$ cat config.mk
export PLATFORM = sky130hd
export DESIGN_NAME = branch_resolve_unit
export DESIGN_NICKNAME = d
export VERILOG_FILES = /design/src/rtl/branch_resolve_unit.sv
export SDC_FILE = /design/constraint.sdc
export NUM_CORES = 1
export LEC_CHECK = 0
export CAP_MARGIN = 25
export CORE_UTILIZATION = 45
export CTS_CLUSTER_SIZE = 14
export DETAILED_ROUTE_END_ITERATION = 10
export DONT_BUFFER_PORTS = 1
export HOLD_SLACK_MARGIN = 0.15
export PLACE_DENSITY = 0.71
export SETUP_SLACK_MARGIN = 0.1
export SYNTH_ARGS = -nofsm -noshare
export SYNTH_HDL_FRONTEND = slang
export SYNTH_SLANG_ARGS = --single-unit
$ cat constraint.sdc
create_clock -name clk -period 2.1 [get_ports clk]
set_clock_uncertainty 0.05 [all_clocks]
set_input_delay 0.21 -clock clk [delete_from_list [all_inputs] [get_ports clk]]
set_output_delay 0.21 -clock clk [all_outputs]
set_load 0.02 [all_outputs]
$ cat src/rtl/branch_resolve_unit.sv
// Purpose: branch resolution stage. Decides taken/not-taken and the next PC for one
//          conditional-branch uop, flags mispredicts and counts them (saturating).
// Latency: 1 cycle, accept to out_valid. Backpressure: a single output register;
//          in_ready drops while a result is held and out_ready is low, or during a flush.
//
// Ports:
//   clk, rst_n           clock and asynchronous active-low reset
//   flush                kills the held result and blocks accept this cycle
//   in_*                 uop operands, PC, offset, prediction and ROB tag (valid/ready)
//   out_*                registered resolution result (valid/ready)
//   mispredict_count     saturating count of delivered mispredicts

// 32-bit equality comparator shared with the rest of the execute cluster.
module cmp32 (
    input  logic [31:0] a_i,
    input  logic [31:0] b_i,
    output logic        eq_o
);
    assign eq_o = (a_i == b_i);
endmodule

module branch_resolve_unit #(
    parameter int ROB_W = 5,
    parameter int CNT_W = 16
) (
    input  logic             clk,
    input  logic             rst_n,
    input  logic             flush,
    input  logic             in_valid,
    output logic             in_ready,
    input  logic [2:0]       in_funct3,
    input  logic [31:0]      in_rs1,
    input  logic [31:0]      in_rs2,
    input  logic [31:0]      in_pc,
    input  logic [31:0]      in_imm,
    input  logic             in_pred_taken,
    input  logic [ROB_W-1:0] in_rob_id,
    output logic             out_valid,
    input  logic             out_ready,
    output logic [ROB_W-1:0] out_rob_id,
    output logic             out_taken,
    output logic [31:0]      out_target,
    output logic             out_mispredict,
    output logic             out_illegal,
    output logic [CNT_W-1:0] mispredict_count
);

    localparam logic [2:0] F_BEQ  = 3'b000;
    localparam logic [2:0] F_BNE  = 3'b001;
    localparam logic [2:0] F_BLT  = 3'b100;
    localparam logic [2:0] F_BGE  = 3'b101;
    localparam logic [2:0] F_BLTU = 3'b110;
    localparam logic [2:0] F_BGEU = 3'b111;

    logic             valid_q,   valid_d;
    logic [ROB_W-1:0] rob_id_q;
    logic             taken_q,   taken_d;
    logic [31:0]      target_q,  target_d;
    logic             mispred_q, mispred_d;
    logic             illegal_q, illegal_d;
    logic [CNT_W-1:0] cnt_q,     cnt_d;

    logic eq;
    logic lt_s;
    logic lt_u;
    logic accept;
    logic deliver;

    cmp32 u_cmp (
        .a_i  (in_rs1),
        .b_i  (in_rs2),
        .eq_o (eq)
    );

    assign lt_s = $signed(in_rs1) < $signed(in_rs2);
    assign lt_u = in_rs1 < in_rs2;

    // Ready only looks at the output slot and flush, never at in_valid.
    assign in_ready = !flush && (!valid_q || out_ready);
    assign accept   = in_valid && in_ready;
    // A transfer coinciding with a flush is discarded and does not count.
    assign deliver  = valid_q && out_ready && !flush;

    always_comb begin
        taken_d   = 1'b0;
        illegal_d = 1'b0;
        case (in_funct3)
            F_BEQ:   taken_d = eq;
            F_BNE:   taken_d = !eq;
            F_BLT:   taken_d = lt_s;
            F_BGE:   taken_d = !lt_s;
            F_BLTU:  taken_d = lt_u;
            F_BGEU:  taken_d = !lt_u;
            default: illegal_d = 1'b1;  // 010/011: forced not-taken
        endcase
        // Plain 32-bit adds; wrap-around past 0xFFFF_FFFF is intended.
        target_d  = taken_d ? (in_pc + in_imm) : (in_pc + 32'd4);
        mispred_d = taken_d ^ in_pred_taken;
    end

    always_comb begin
        valid_d = valid_q;
        if (flush) begin
            valid_d = 1'b0;
        end else if (accept) begin
            valid_d = 1'b1;
        end else if (out_ready) begin
            valid_d = 1'b0;
        end
    end

    always_comb begin
        cnt_d = cnt_q;
        if (deliver && mispred_q && !(&cnt_q)) begin
            cnt_d = cnt_q + {{(CNT_W-1){1'b0}}, 1'b1};
        end
    end

    always_ff @(posedge clk or negedge rst_n) begin
        if (!rst_n) begin
            valid_q   <= 1'b0;
            rob_id_q  <= '0;
            taken_q   <= 1'b0;
            target_q  <= '0;
            mispred_q <= 1'b0;
            illegal_q <= 1'b0;
            cnt_q     <= '0;
        end else begin
            valid_q <= valid_d;
            cnt_q   <= cnt_d;
            // Payload only moves on accept, so it stays frozen under backpressure.
            if (accept) begin
                rob_id_q  <= in_rob_id;
                taken_q   <= taken_d;
                target_q  <= target_d;
                mispred_q <= mispred_d;
                illegal_q <= illegal_d;
            end
        end
    end

    assign out_valid        = valid_q;
    assign out_rob_id       = rob_id_q;
    assign out_taken        = taken_q;
    assign out_target       = target_q;
    assign out_mispredict   = mispred_q;
    assign out_illegal      = illegal_q;
    assign mispredict_count = cnt_q;

endmodule

==> results of run 1 <==
cells in the mapped netlist, types with 21 or more instances:
library cell	count	area share (%)
nand3_1	27	2.4
a21oi_1	46	4.2
nor2_1	36	2.4
and3_1	21	2.4
inv_1	44	3.0
xnor2_1	42	6.6
dfrtp_1	57	26
xor2_1	29	4.6
nand2_1	80	5.4
o21ai_0	39	3.5
mux2i_1	22	4.0
ha_1	65	15
per-stage QoR:
stage	instance area, µm²	hold slack, ps
final	7630	152
after global routing	7630	168
after CTS	7280	152
after detailed placement	6520	-134
after global placement	6520	-134
after floorplan	5650	-136
area by class of cell:
cell class,count,share of cell area [%]
Clock buffer,11,3.31
Timing Repair Buffer,145,15.9
Tap cell,147,2.41
Multi-Input combinational cell,545,56.2
Sequential cell,57,18.7
Clock inverter,5,1.02
Inverter,44,2.49
metal layers:
metal | up-vias | track usage, % | part of all wire [%] | wire (µm)
li1 | 2661 | - | - | -
met1 | 2614 | 32.3 | 41 | 7130
met2 | 224 | 44.5 | 49 | 8400
met3 | 42 | 5.95 | 7.3 | 1270
met4 | 0 | 10.5 | 2.7 | 471
met5 | - | 0 | 0 | 0
final timing paths:
| path | start | endpoint | slack (ps) | depth (start not counted) |
|---|---|---|---|---|
| max in group asynchronous | rst_n | out_target[29] | 1350 | 2 |
| min in group asynchronous | rst_n | out_target[22] | 340 | 2 |
| worst min register to register | mispredict_count[6] | mispredict_count[6] | 550 | 2 |
| worst max register to register | out_valid | out_target[30] | 170 | 6 |
| worst min-delay path | in_pc[26] | out_target[26] | 150 | 3 |
| worst max-delay path | in_rs2[1] | out_target[30] | -190 | 12 |
what timing repair did:
action,in CTS,in global routing
resized for setup,25,56
hold buffers,27,0
pin swaps,18,30
setup endpoints to repair,34,34
buffers inserted,10,5
endpoints found under the hold margin,79,0
power by group:
part / switching, W / total (W) / internal (W)
combinational: 0.000805 / 0.00163 / 0.000830
sequential: 0.000370 / 0.00165 / 0.00128
clock: 0.000501 / 0.00160 / 0.00110
registers in the layout, indices dropped and copies added (netlist names):
signal	flops
out_target	32
out_valid	1
out_illegal	1
out_taken	1
out_mispredict	1
mispredict_count	16
out_rob_id	5
critical path, cell delays in order:
cell	delay, ps
inv_1	60
ha_4	200
nor2b_1	130
o211ai_1	150
a21oi_1	110
o31ai_2	290
a21oi_2	100
mux2_4	310
and3_4	190
buf_12	140
or4_4	490
nand3_2	100
cell families after synthesis:
logic type,after synthesis,synth area share [%]
mux,27,4.99
xor+xnor,71,11.2
simple gates,235,21.5
fa+ha+maj,66,15.0
buf+inv,66,4.92
compound gates,146,16.5
flops,57,25.8
==> qor.yml, run 1 <==
status: "finished, violations left"
violations: "setup timing"
final_core_util_pct: 63.6
dp.final_hpwl_um: 13300
netlist_area_um2: 5540
die_x_um: 113
grt_max_degree: 58
yosysSeqAreaShare_pct: 25.8
worstPathArrival_ps: 2500
yosys_warnings: 0
clkTransAtPathRegs_ps: 50
crit_required_ps: 2310
die_area_um2: 12800
cts_made_buffers: 9
fp.coreArea_um2: 12000
syn-mean-instance-area_um2: 8.29
setup_tns_ps: -2290
routedWlPerCell_um: 18.1
dieHeight_um: 113
n_fill_cell: 980
cp-end-kind: "register"
critical_path_class: "input port to register"
max_slew_margin_pct: 59.8
grt_pass1_wl_um: 26800
syn2layout_area_growth_pct: 37.8
rsz0062_at_grt: "yes"
fin_nets: 1010
slew_violations: 0
grt_pass1_vias: 5629
hold_violations: 0
min_period_ps: 2290
synthDistinctLibCells: 60
antenna_left: 0
clk_latency_ps: 320
floorplan.initialDensity_pct: 46.1
drt-initial-drc-count: 319
synthArstFlopShare_pct: 100
grt_overflow: 0
pre_cts_ws_ps: -640
port_buffers: 0
synthCells: 668
numClockSinks: 57
row_count: 40
drv_cap: 0
fmax_ghz: 0.436
routed_wl_um: 17300
final_cell_mix: "buf_4 (113), nand2_1 (77), dfrtp_1 (57)"
cts_max_level: 3
cp-start-kind: "input port"
clockRootBuffer: "clkbuf_16"
globalplace.congestion: 0.910
syn-num-nets: 876
worst_slack_ps: -194
yosys_most_used_dff: "dfrtp_1"
final_common_cell: "buf_4"
post-route-drc-count: 0
seq_area_um2: 1430
clk_path_buf_depth: 2
cts_tree: "done"
setup_viol: 31
vias_per_cell: 5.81
finalCritPeriodShare_pct: 109
ys_ff_latch: 57
leakage_nw: 3.65
n_antenna_cell: 0
synth_edf_count: 0
peakVddDrop_mv: 0.526
power_density_nw_per_um2: 640
finalPower_w: 0.00489
track_usage_pct: 26.2
final-instance-count-excl-fill: 954
route.vias.total: 5541
drt_first_pass_iters: 5
min_path_type: "input port to register"
antenna_found_initial: 0
multiInputGateArea_um2: 4290
io_pins: 200
cp_max_fo: 11
tightest_slew_ps: 602
layout-drive-gt1-share_pct: 26.8
placed_cells: 896
No activity file was read; power rests on OpenSTA's default activity.
==> inputs of run 2 (changes only) <==
--- a/config.mk
+++ b/config.mk
@@ -7,7 +7,7 @@
 export LEC_CHECK = 0
 export CAP_MARGIN = 25
 export CORE_UTILIZATION = 45
-export CTS_CLUSTER_SIZE = 14
+export CTS_CLUSTER_SIZE = 28
 export DETAILED_ROUTE_END_ITERATION = 10
 export DONT_BUFFER_PORTS = 1
 export HOLD_SLACK_MARGIN = 0.15
==> results of run 2 <==
Final layout, timing and power as in run 1 (identical DEF).
==> inputs of run 3 (changes only) <==
--- a/config.mk
+++ b/config.mk
@@ -7,9 +7,10 @@
 export LEC_CHECK = 0
 export CAP_MARGIN = 25
 export CORE_UTILIZATION = 45
-export CTS_CLUSTER_SIZE = 28
+export CTS_CLUSTER_SIZE = 8
 export DETAILED_ROUTE_END_ITERATION = 10
 export DONT_BUFFER_PORTS = 1
+export GPL_TIMING_DRIVEN = 0
 export HOLD_SLACK_MARGIN = 0.15
 export PLACE_DENSITY = 0.71
 export SETUP_SLACK_MARGIN = 0.1
==> qor.yml, run 3 (synthesized netlist as in run 1, its figures left out) <==
status: "finished, violations left"
violations: "setup timing"
fin_nets: 941  # -6.8%
final_common_cell: "nand2_1"
worst_slack_ps: -285  # -91.1 ps
die_area_um2: 12800  # unchanged
track_usage_pct: 26.1  # -0.089 points
slew_violations: 0  # unchanged
globalplace.congestion: 0.895  # -1.6%
floorplan.initialDensity_pct: 46.1  # unchanged
cp_max_fo: 7  # -4
reg2reg_slack_ps: 110  # -60 ps
route.vias.total: 5251  # -5.2%
largest_reg_flops: 32  # unchanged
layout-drive-gt1-share_pct: 18.4  # -8.3 points
dp.final_hpwl_um: 12600  # -5.5%
clk_latency_ps: 320  # about the same
r2r-end: "out_target[20]"
grt_pass1_vias: 5273  # -6.3%
io_pins: 200  # unchanged
dieHeight_um: 113  # unchanged
worst-r2r-cell-count: 7  # +1
min_path_type: "input port to register"
cts_max_level: 3  # unchanged
clk_path_buf_depth: 2  # unchanged
routed_wl_um: 16700  # -3.3%
drv_cap: 0  # unchanged
final_core_util_pct: 58.9  # -4.6 points
min_path_cells: 3  # unchanged
setup_viol: 34  # +9.7%
grt_max_degree: 58  # unchanged
fmax_ghz: 0.419  # -3.8%
crit_required_ps: 2290  # -20 ps
critical_path_class: "input port to register"
max_slew_margin_pct: 62.6  # +2.8 points
cp-start-kind: "input port"
rsz0062_at_grt: "yes"
tightest_slew_ps: 555  # -47.5 ps
hold_violations: 0  # unchanged
leakage_nw: 3.27  # -10%
grt_pass1_wl_um: 26400  # -1.4%
r2r_start: "out_valid"
hp-start: "in_pc[13]"
syn2layout_area_growth_pct: 27.8
finalCritPeriodShare_pct: 114  # +4.3 points
clkTransAtPathRegs_ps: 50  # about the same
vias_per_cell: 5.93  # +2.2%
holdPathEnd: "out_target[13]"
cp-end-kind: "register"
fp.coreArea_um2: 12000  # unchanged
peakVddDrop_mv: 0.414  # -21%
cts_made_buffers: 9  # unchanged
antenna_left: 0  # unchanged
die_x_um: 113  # unchanged
cts_tree: "done"
drt-initial-drc-count: 373  # +17%
min_period_ps: 2380  # +91.1 ps
power_density_nw_per_um2: 648  # +1.3%
clockRootBuffer: "clkbuf_16"
numClockSinks: 57  # unchanged
grt_overflow: 0  # unchanged
row_count: 40  # unchanged
routedWlPerCell_um: 18.9  # +4.2%
pre_cts_ws_ps: -785  # -145 ps
drt_first_pass_iters: 5  # unchanged
worstPathArrival_ps: 2580  # +80 ps
antenna_found_initial: 0  # unchanged
post-route-drc-count: 0  # unchanged
n_antenna_cell: 0  # unchanged
port_buffers: 0  # unchanged
final_cell_mix: "nand2_1 (78), ha_1 (51), dfrtp_1 (49)"
==> run 3: timing repair <==
action / CTS / global route
cloned: 1 / 1
endpoints found under the setup margin: 47 / 54
hold buffers: 35 / 0
setup buffers: 11 / 6
pin swaps: 21 / 22
gates resized for setup: 79 / 49
endpoints found under the hold margin: 86 / 0
==> run 3: worst max-delay path by stage <==
stage	startpoint	endpoint	slack (ps)	cells past startpoint
floorplan	in_rs2[31]	out_target[29]	-410	12
global placement	in_rs2[31]	out_target[27]	-760	13
detailed placement	in_rs2[13]	out_target[27]	-790	13
CTS	in_rs2[25]	out_target[5]	-310	12
global route	in_rs2[27]	out_target[5]	-400	12
finish	in_rs2[27]	out_target[29]	-280	12
==> run 3: layout make-up <==
cell class | count | area [µm²]
fill | 1018 | 4930
multi-input combinational | 545 | 4190
sequential | 57 | 1440
timing repair buffer | 54 | 548
clock buffer | 9 | 225
inverter | 44 | 220
buffer | 22 | 200
tap | 147 | 184
clock inverter | 7 | 77.6
==> run 3: where the power goes <==
group | switching, W | internal (W)
clock network | 0.000536 | 0.000927
registers | 0.000431 | 0.00129
logic | 0.000708 | 0.000699
total | 0.00168 | 0.00291
==> run 3: critical path, stage by stage <==
cell     delay, ps
inv_8           10
ha_4           270
nand4_4        120
nor4_4         340
nand4_1        150
xor2_1         150
or3_4          370
and3_4         180
buf_8          140
buf_12         140
or3b_1         370
a21oi_1        120
==> run 3: metal layers <==
layer / vias up / routed length (µm) / share of wire, % / global-route usage, %
met5: - / 0 / 0 / 0
li1: 2526 / - / - / -
met4: 0 / 582 / 3.5 / 10.5
met1: 2457 / 6730 / 40 / 31.6
met3: 40 / 1310 / 7.8 / 6.48
met2: 228 / 8090 / 48 / 44.7
==> run 3: through the flow <==
| step | hold WS (ps) | power (W) | cells | TNS [ps] | instance area (µm²) |
|---|---|---|---|---|---|
| after floorplan | -136 | 0.00253 | 668 | -11340 | 5650 |
| after global placement | -134 | 0.00277 | 815 | -25350 | 5830 |
| after detailed placement | -134 | 0.00282 | 815 | -25550 | 5830 |
| after CTS | 151 | 0.00451 | 878 | -7200 | 6850 |
| after global routing | 169 | 0.00485 | 885 | -10760 | 7080 |
| final | 154 | 0.00459 | 885 | -7230 | 7080 |
